===== src/rtl/serial_tx_shifter_pkg.sv =====
// Shared definitions for the serial transmitter: FSM state encodings and
// a helper for sizing small counters.
package serial_tx_defs;

  localparam int STATE_W = 3;

  localparam logic [STATE_W-1:0] ST_IDLE   = 3'd0;
  localparam logic [STATE_W-1:0] ST_START  = 3'd1;
  localparam logic [STATE_W-1:0] ST_DATA   = 3'd2;
  localparam logic [STATE_W-1:0] ST_PARITY = 3'd3;
  localparam logic [STATE_W-1:0] ST_STOP   = 3'd4;

  typedef enum logic [STATE_W-1:0] {
    IDLE   = ST_IDLE,
    START  = ST_START,
    DATA   = ST_DATA,
    PARITY = ST_PARITY,
    STOP   = ST_STOP
  } tx_state_e;

  // Counter width able to hold 0..n-1, never narrower than one bit.
  function automatic int cnt_width(input int n);
    return (n > 1) ? $clog2(n) : 1;
  endfunction

endpackage


===== src/rtl/serial_tx_shifter_baud.sv =====
// Bit-period counter: counts enabled cycles 0..CLKS_PER_BIT-1 and flags the
// last cycle of each serial bit.
module baud_tick_counter
  import serial_tx_defs::*;
#(
  parameter int CLKS_PER_BIT = 4
) (
  input  logic clk,
  input  logic rst_n,
  input  logic en,
  input  logic clear,
  output logic tick
);

  localparam int CW = cnt_width(CLKS_PER_BIT);
  localparam logic [CW-1:0] LAST = CW'(CLKS_PER_BIT - 1);

  logic [CW-1:0] cnt;

  // With CLKS_PER_BIT=1 the count stays at 0 and tick is permanently high.
  always_ff @(posedge clk or negedge rst_n) begin
    if (!rst_n) begin
      cnt <= '0;
    end else if (en) begin
      if (clear || tick) cnt <= '0;
      else               cnt <= cnt + CW'(1);
    end
  end

  assign tick = (cnt == LAST);

endmodule


===== src/rtl/serial_tx_shifter.sv =====
// Parallel-in serial-out framer: start bit, data LSB first, optional even
// parity, stop bit, each held CLKS_PER_BIT enabled cycles.
module serial_tx_shifter
  import serial_tx_defs::*;
#(
  parameter int DATA_WIDTH   = 8,
  parameter int CLKS_PER_BIT = 4,
  parameter int PARITY_EN    = 0
) (
  input  logic                  clk,
  input  logic                  rst_n,
  input  logic                  en,
  input  logic [DATA_WIDTH-1:0] tx_data,
  input  logic                  tx_valid,
  output logic                  tx_ready,
  output logic                  tx_out,
  output logic                  busy
);

  localparam int BW = cnt_width(DATA_WIDTH);
  localparam logic [BW-1:0] LAST_BIT = BW'(DATA_WIDTH - 1);

  tx_state_e             state,  state_nxt;
  logic [DATA_WIDTH-1:0] shreg,  shreg_nxt;
  logic [BW-1:0]         bitcnt, bitcnt_nxt;
  logic                  par,    par_nxt;
  logic                  txo_nxt;
  logic                  busy_nxt;
  logic                  tick;
  logic                  accept;

  assign tx_ready = (state == IDLE) && en;
  assign accept   = tx_valid && tx_ready;

  // Held in clear while idle so the first bit of a frame gets a full period.
  baud_tick_counter #(
    .CLKS_PER_BIT(CLKS_PER_BIT)
  ) u_baud (
    .clk  (clk),
    .rst_n(rst_n),
    .en   (en),
    .clear(state == IDLE),
    .tick (tick)
  );

  always_comb begin
    state_nxt  = state;
    shreg_nxt  = shreg;
    bitcnt_nxt = bitcnt;
    par_nxt    = par;
    txo_nxt    = tx_out;
    busy_nxt   = busy;
    unique case (state)
      IDLE: begin
        if (accept) begin
          state_nxt  = START;
          shreg_nxt  = tx_data;
          par_nxt    = ^tx_data;
          bitcnt_nxt = '0;
          txo_nxt    = 1'b0;
          busy_nxt   = 1'b1;
        end
      end
      START: begin
        if (tick) begin
          state_nxt = DATA;
          txo_nxt   = shreg[0];
        end
      end
      DATA: begin
        if (tick) begin
          if (bitcnt == LAST_BIT) begin
            if (PARITY_EN != 0) begin
              state_nxt = PARITY;
              txo_nxt   = par;
            end else begin
              state_nxt = STOP;
              txo_nxt   = 1'b1;
            end
          end else begin
            shreg_nxt  = shreg >> 1;
            bitcnt_nxt = bitcnt + BW'(1);
            txo_nxt    = shreg_nxt[0];
          end
        end
      end
      PARITY: begin
        if (tick) begin
          state_nxt = STOP;
          txo_nxt   = 1'b1;
        end
      end
      STOP: begin
        if (tick) begin
          state_nxt = IDLE;
          txo_nxt   = 1'b1;
          busy_nxt  = 1'b0;
        end
      end
      default: begin
        state_nxt = IDLE;
        txo_nxt   = 1'b1;
        busy_nxt  = 1'b0;
      end
    endcase
  end

  // A low enable freezes every register, so a pause only stretches the current bit.
  always_ff @(posedge clk or negedge rst_n) begin
    if (!rst_n) begin
      state  <= IDLE;
      shreg  <= '0;
      bitcnt <= '0;
      par    <= 1'b0;
      tx_out <= 1'b1;
      busy   <= 1'b0;
    end else if (en) begin
      state  <= state_nxt;
      shreg  <= shreg_nxt;
      bitcnt <= bitcnt_nxt;
      par    <= par_nxt;
      tx_out <= txo_nxt;
      busy   <= busy_nxt;
    end
  end

endmodule


===== config.mk =====
export PLATFORM = sky130hd
export DESIGN_NAME = serial_tx_shifter
export DESIGN_NICKNAME = d
export VERILOG_FILES = /design/src/rtl/serial_tx_shifter_pkg.sv /design/src/rtl/serial_tx_shifter_baud.sv /design/src/rtl/serial_tx_shifter.sv
export SDC_FILE = /design/constraint.sdc
export NUM_CORES = 1
export LEC_CHECK = 0
export ABC_AREA = 1
export BUFFER_PORTS_ARGS = -buffer_cell sky130_fd_sc_hd__clkbuf_2
export CAP_MARGIN = 5
export CORE_ASPECT_RATIO = 0.8
export CORE_MARGIN = 1
export CORE_UTILIZATION = 25
export CTS_BUF_LIST = sky130_fd_sc_hd__clkbuf_8
export DETAILED_ROUTE_END_ITERATION = 10
export SYNTH_ARGS = -nofsm -noshare
export SYNTH_HDL_FRONTEND = slang
export SYNTH_SLANG_ARGS = --single-unit

===== constraint.sdc =====
create_clock -name clk -period 3.1 [get_ports clk]
set_input_delay 0.62 -clock clk [delete_from_list [all_inputs] [get_ports clk]]
set_output_delay 0.62 -clock clk [all_outputs]
set_load 0.02 [all_outputs]

==> results.txt, run 1 <==
Clk sinks - 18
Worst-margin pin slew - 0.465 ns
Gate Count Post-Synth - 140
Synth Area in Simple Gates - 0.410
Vias per cell - 4.06
Data required, critical path - 2.48 ns
Final hold viol count - 0
Top-area cell type share of the netlist area - 0.407
RD Place Congestion - 0.819
Rows - 20
Worst Skew - 0.00177 ns
Via count of the first global-routing pass - 756
Largest net degree at the start of global routing - 19
Area Overhead vs Synth - 14.8%
Router iterations before antenna repair - 4
Clock-pin transition on the worst setup and hold timing paths - 0.07 ns
Total GRT Usage - 0.111
Tcrit/Tclk final - 0.658
Layout cell share with drive strength beyond 1 - 0.221
Die area - 4450 um2
Commonest cells after routing, fill and taps aside - nand2_1, dfrtp_1, clkbuf_2
Post-cts resize count - 0
Layout Cells excl Fill - 209
Post-Syn Area - 1050 um2
CP max FO - 5
DRC violations left - 0
Total number of vias - 848
Post-synthesis adder-cell area fraction - 0.0359
TNS Setup - 0 ns
Compound-gate portion of the synthesized area - 0.0347
Seq/Total Area, Yosys - 0.432
Slew Limit Fails - 0
Multiplexer share of the synthesized area - 0
CTS H-Tree Depth - 1
CP max stage delay - 0.43 ns
Headroom to the max-slew limit - 0.690
Ranking of synthesized cells by area - dfrtp_1, nand2_1, nand3_1
Synth Area per Inst - 7.47 um2
Initial Utilization - 0.268
Post-synthesis net count - 155
Die height - 59.9 um
Leak pwr - 0.666 nW
TritonCTS clock tree - yes
Worst Hold Class - input port to asynchronous set/reset pin
TritonCTS Buffers - 3
Max Fclk - 0.490 GHz
Clock latency at the later pin of the worst-skew pair - 0.25 ns
Yosys warns - 0
Yosys top cell by area - dfrtp_1
Placed cells - 205
Global route overflow - 0
Global-route wire length before repair - 3.62 mm
CP endpoint kind - output port
Number of synthesized register bits - 18
P per Cell Area - 877 nW/um2
DRT Wirelength - 2.08 mm
Worst path arrival time - 1.42 ns
Setup violations, final - 0
Fin util - 0.308
Initial DRC Count - 62
Initial antenna violation count - 0
IO Count - 15
MaxCap Viol Count - 0
Nets - 170
Synth cell types - 21
Power, Total - 1.05 mW
Post-route ant nets - 0
Setup crit start kind - flop
Fin crit period - 2.04 ns
Wire per inst - 9.95 um
Setup bufs post-CTS - 0
RSZ-0062 raised after global routing - false
Area of the core - 3900 um2
CP cell instances - nor2_2 -> nand2_1 -> nor2_1 -> clkbuf_2
Port bufs - 14
Die X - 74.3 um
IR drop worst, VDD - 0.435 mV
Slowest-stage cell, CP - dfrtp_1
Buffer depth of the longest clock path - 2
Status - finished, final reports clean
Placed wire-length estimate - 1.53 mm
Hold buffer count at CTS - 0
Xor/xnor cell area share of the yosys netlist - 0
Commonest non-fill, non-tap cell in the layout - nand2_1
Root Driver - clkbuf_8
Largest family of logic cells by synthesized area - simple AND/OR/NAND/NOR gates
Ant diodes - 0
Critical path type - flop to output port
==> power breakdown <==
group          internal (mW)  switching [mW]
registers              0.332          0.0642
logic                  0.150           0.316
clock network          0.113          0.0781
==> worst paths after layout <==
check                              start  endpoint  slack [ns]  cells past startpoint
worst max-delay path            state[1]  tx_ready        1.06                      4
worst min-delay path               rst_n  state[2]        0.30                      1
worst max register to register  state[2]  shreg[1]        1.38                      7
worst min register to register    tx_out    tx_out        0.46                      2
max in group asynchronous          rst_n    tx_out        2.46                      1
min in group clk                  tx_out    tx_out        0.46                      2
==> per-stage QoR <==
step                      hold WS (ns)  area [um2]  setup WS (ns)
after CTS                        0.323        1200           1.05
after floorplan                  0.324        1050           1.43
final                            0.303        1200           1.06
after global placement           0.457        1150           1.35
after detailed placement         0.454        1150           1.33
after global routing             0.340        1200          0.943
==> cell usage after synthesis (all sizes together) <==
master and number:
a21o 1, a21oi 1, buf 4, dfrtp 17, dfstp 1, ha 3
inv 14, nand2 65, nand3 13, nand3b 1, nand4 4, nor2 10
nor3 2, o21ai 4
==> sequential cells by signal, summed over array words and instances (netlist names) <==
| signal | cells |
|---|---|
| u_baud.cnt | 2 |
| busy | 1 |
| shreg | 8 |
| tx_out | 1 |
| bitcnt | 3 |
| state | 3 |
==> routing by layer <==
layer,wire (um),part of all wire,GRT usage
met5,0,0,0
met4,25,0.012,0.0323
met3,106,0.051,0.0354
met2,809,0.39,0.149
met1,1140,0.55,0.168
==> cell type report <==
class                   instances  area, um2
clock buffers                   4       55.1
fillers                       431       2700
inverters                      14       52.6
multi-input cells             104        503
flip-flops and latches         18        452
well taps                      55       68.8
repair buffers                 14       70.1
==> critical path: cells and delay by family (launching register included) <==
family,cells,cell delay [ns]
AND/OR/NAND/NOR,3,0.55
flip-flops,1,0.43
buffers and inverters,1,0.19
==> kinds of logic (layout without fill, tap and decap cells) <==
family	Yosys count	in the layout
buffers and inverters	18	32
and+or+nand+nor	95	95
adders and majority gates	3	3
DFF	18	18
AOI/OAI and AO/OA	6	6
(Power assumes the default switching activity.)
==> run 2: changes to the inputs <==
==> constraint.sdc (replaced) <==
create_clock -name clk -period 1.7 [get_ports clk]
set_input_delay 0.34 -clock clk [delete_from_list [all_inputs] [get_ports clk]]
set_output_delay 0.34 -clock clk [all_outputs]
set_load 0.02 [all_outputs]
==> results.txt, run 2 (same netlist as run 1, synthesis figures left out) <==
Initial Utilization - 0.268
Port bufs - 14
Data required, critical path - 1.36 ns
Footprint of the multi-input gates - 526 um2
Post-route ant nets - 0
MaxCap Viol Count - 0
Layout cell share with drive strength beyond 1 - 0.259
Slew Limit Fails - 0
Met1 Use GR - 0.154
P per Cell Area - 1640 nW/um2
Commonest non-fill, non-tap cell in the layout - nand2_1
Die area - 4450 um2
Slowest-stage cell, CP - dfrtp_2
Status - finished, final reports clean
Clock latency at the later pin of the worst-skew pair - 0.26 ns
R2r setup slk - 0.14 ns
Global route overflow - 0
Root Driver - clkbuf_8
Storage cell area - 453 um2
Die X - 74.3 um
Clk sinks - 18
CTS H-Tree Depth - 1
Setup violations, final - 0
Fillers - 445
Nets - 174
Bufs and invs on worst path - 1
Final hold viol count - 0
Largest net degree at the start of global routing - 19
TritonCTS clock tree - yes
Buffer depth of the longest clock path - 2
RD Place Congestion - 0.769
Register with the most flip-flops - shreg
Clock-pin transition on the worst setup and hold timing paths - 0.07 ns
Met3 usage - 0.0354
Power, Total - 2.06 mW
Headroom to the max-slew limit - 0.682
Layout Cells excl Fill - 213
Worst-margin pin slew - 0.478 ns
CP max FO - 4
TNS Setup - 0 ns
GR peak layer - met1
Worst path arrival time - 1.26 ns
Router iterations before antenna repair - 4
GRT met2 Usage - 0.153
Tcrit/Tclk final - 0.941
Global-route wire length before repair - 3.53 mm
Biggest registers after layout - shreg: 8 flops, bitcnt: 3 flops, state: 3 flops
Max Fclk - 0.625 GHz
Total GRT Usage - 0.106
Via count of the first global-routing pass - 773
Worst Hold Class - input port to asynchronous set/reset pin
Max FFs per register - 8
Rows - 20
Hold buffer count at CTS - 0
IR drop worst, VDD - 0.483 mV
Initial antenna violation count - 0
RSZ-0062 raised after global routing - false
IO Count - 15
CP max stage delay - 0.46 ns
Setup crit start kind - flop
CP endpoint kind - output port
Critical path type - flop to output port
Wire per inst - 10.3 um
DRT Wirelength - 2.20 mm
DRC violations left - 0
Area Overhead vs Synth - 20.2%
Total number of vias - 889
Commonest cells after routing, fill and taps aside - nand2_1, dfrtp_1, clkbuf_2
Leak pwr - 0.689 nW
Vias per cell - 4.17
Placed cells - 208
TritonCTS Buffers - 3
Fin crit period - 1.60 ns
Initial DRC Count - 52
Area of the core - 3900 um2
Placed wire-length estimate - 1.58 mm
Die height - 59.9 um
Ant diodes - 0
Top delay family on crit path - flip-flops
Worst Skew - 0.00530 ns
CP cell instances - nor2_4 -> nand2_4 -> nor2_2 -> buf_4
## run 2: power breakdown
part | internal (mW) | switching (mW)
Combinational | 0.347 | 0.625
Sequential | 0.608 | 0.122
Clock | 0.206 | 0.151
## run 2: layout make-up
cell class / count / share of cell area
clock buffers: 4 / 0.0438
inverters: 14 / 0.0418
multi-input cells: 104 / 0.418
flip-flops and latches: 18 / 0.360
well taps: 55 / 0.0547
repair buffers: 18 / 0.0816
## run 2: timing repair
item	CTS	global route
setup buffers	0	1
endpoints found under the setup margin	1	2
gates resized for setup	2	6
pin swaps	0	1
cloned	0	0
## run 2: path summary, 6_finish.rpt
check                      endpoint  cells after the start  startpoint
max                        tx_ready                      4    state[0]
min                            busy                      1       rst_n
max reg2reg                shreg[0]                      7   bitcnt[0]
min reg2reg                  tx_out                      2      tx_out
max in group asynchronous    tx_out                      1       rst_n
min in group clk           shreg[7]                      3  tx_data[7]
## run 2: metrics by stage
stage | cell area, um2 | util | setup slack [ns] | hold WS, ns
after floorplan | 1050 | - | 0.280 | 0.0444
after global placement | 1170 | 0.299 | 0.158 | 0.316
after detailed placement | 1170 | 0.299 | 0.111 | 0.320
after CTS | 1230 | 0.315 | 0.00910 | 0.0461
after global routing | 1260 | 0.322 | 0.0246 | 0.0588
final | 1260 | 0.322 | 0.101 | 0.0246
## run 2: metal layers
layer  wire [um]  part of all wire
met3         108             0.049
met5           0                 0
met2         906              0.41
met4           0                 0
met1        1180              0.54
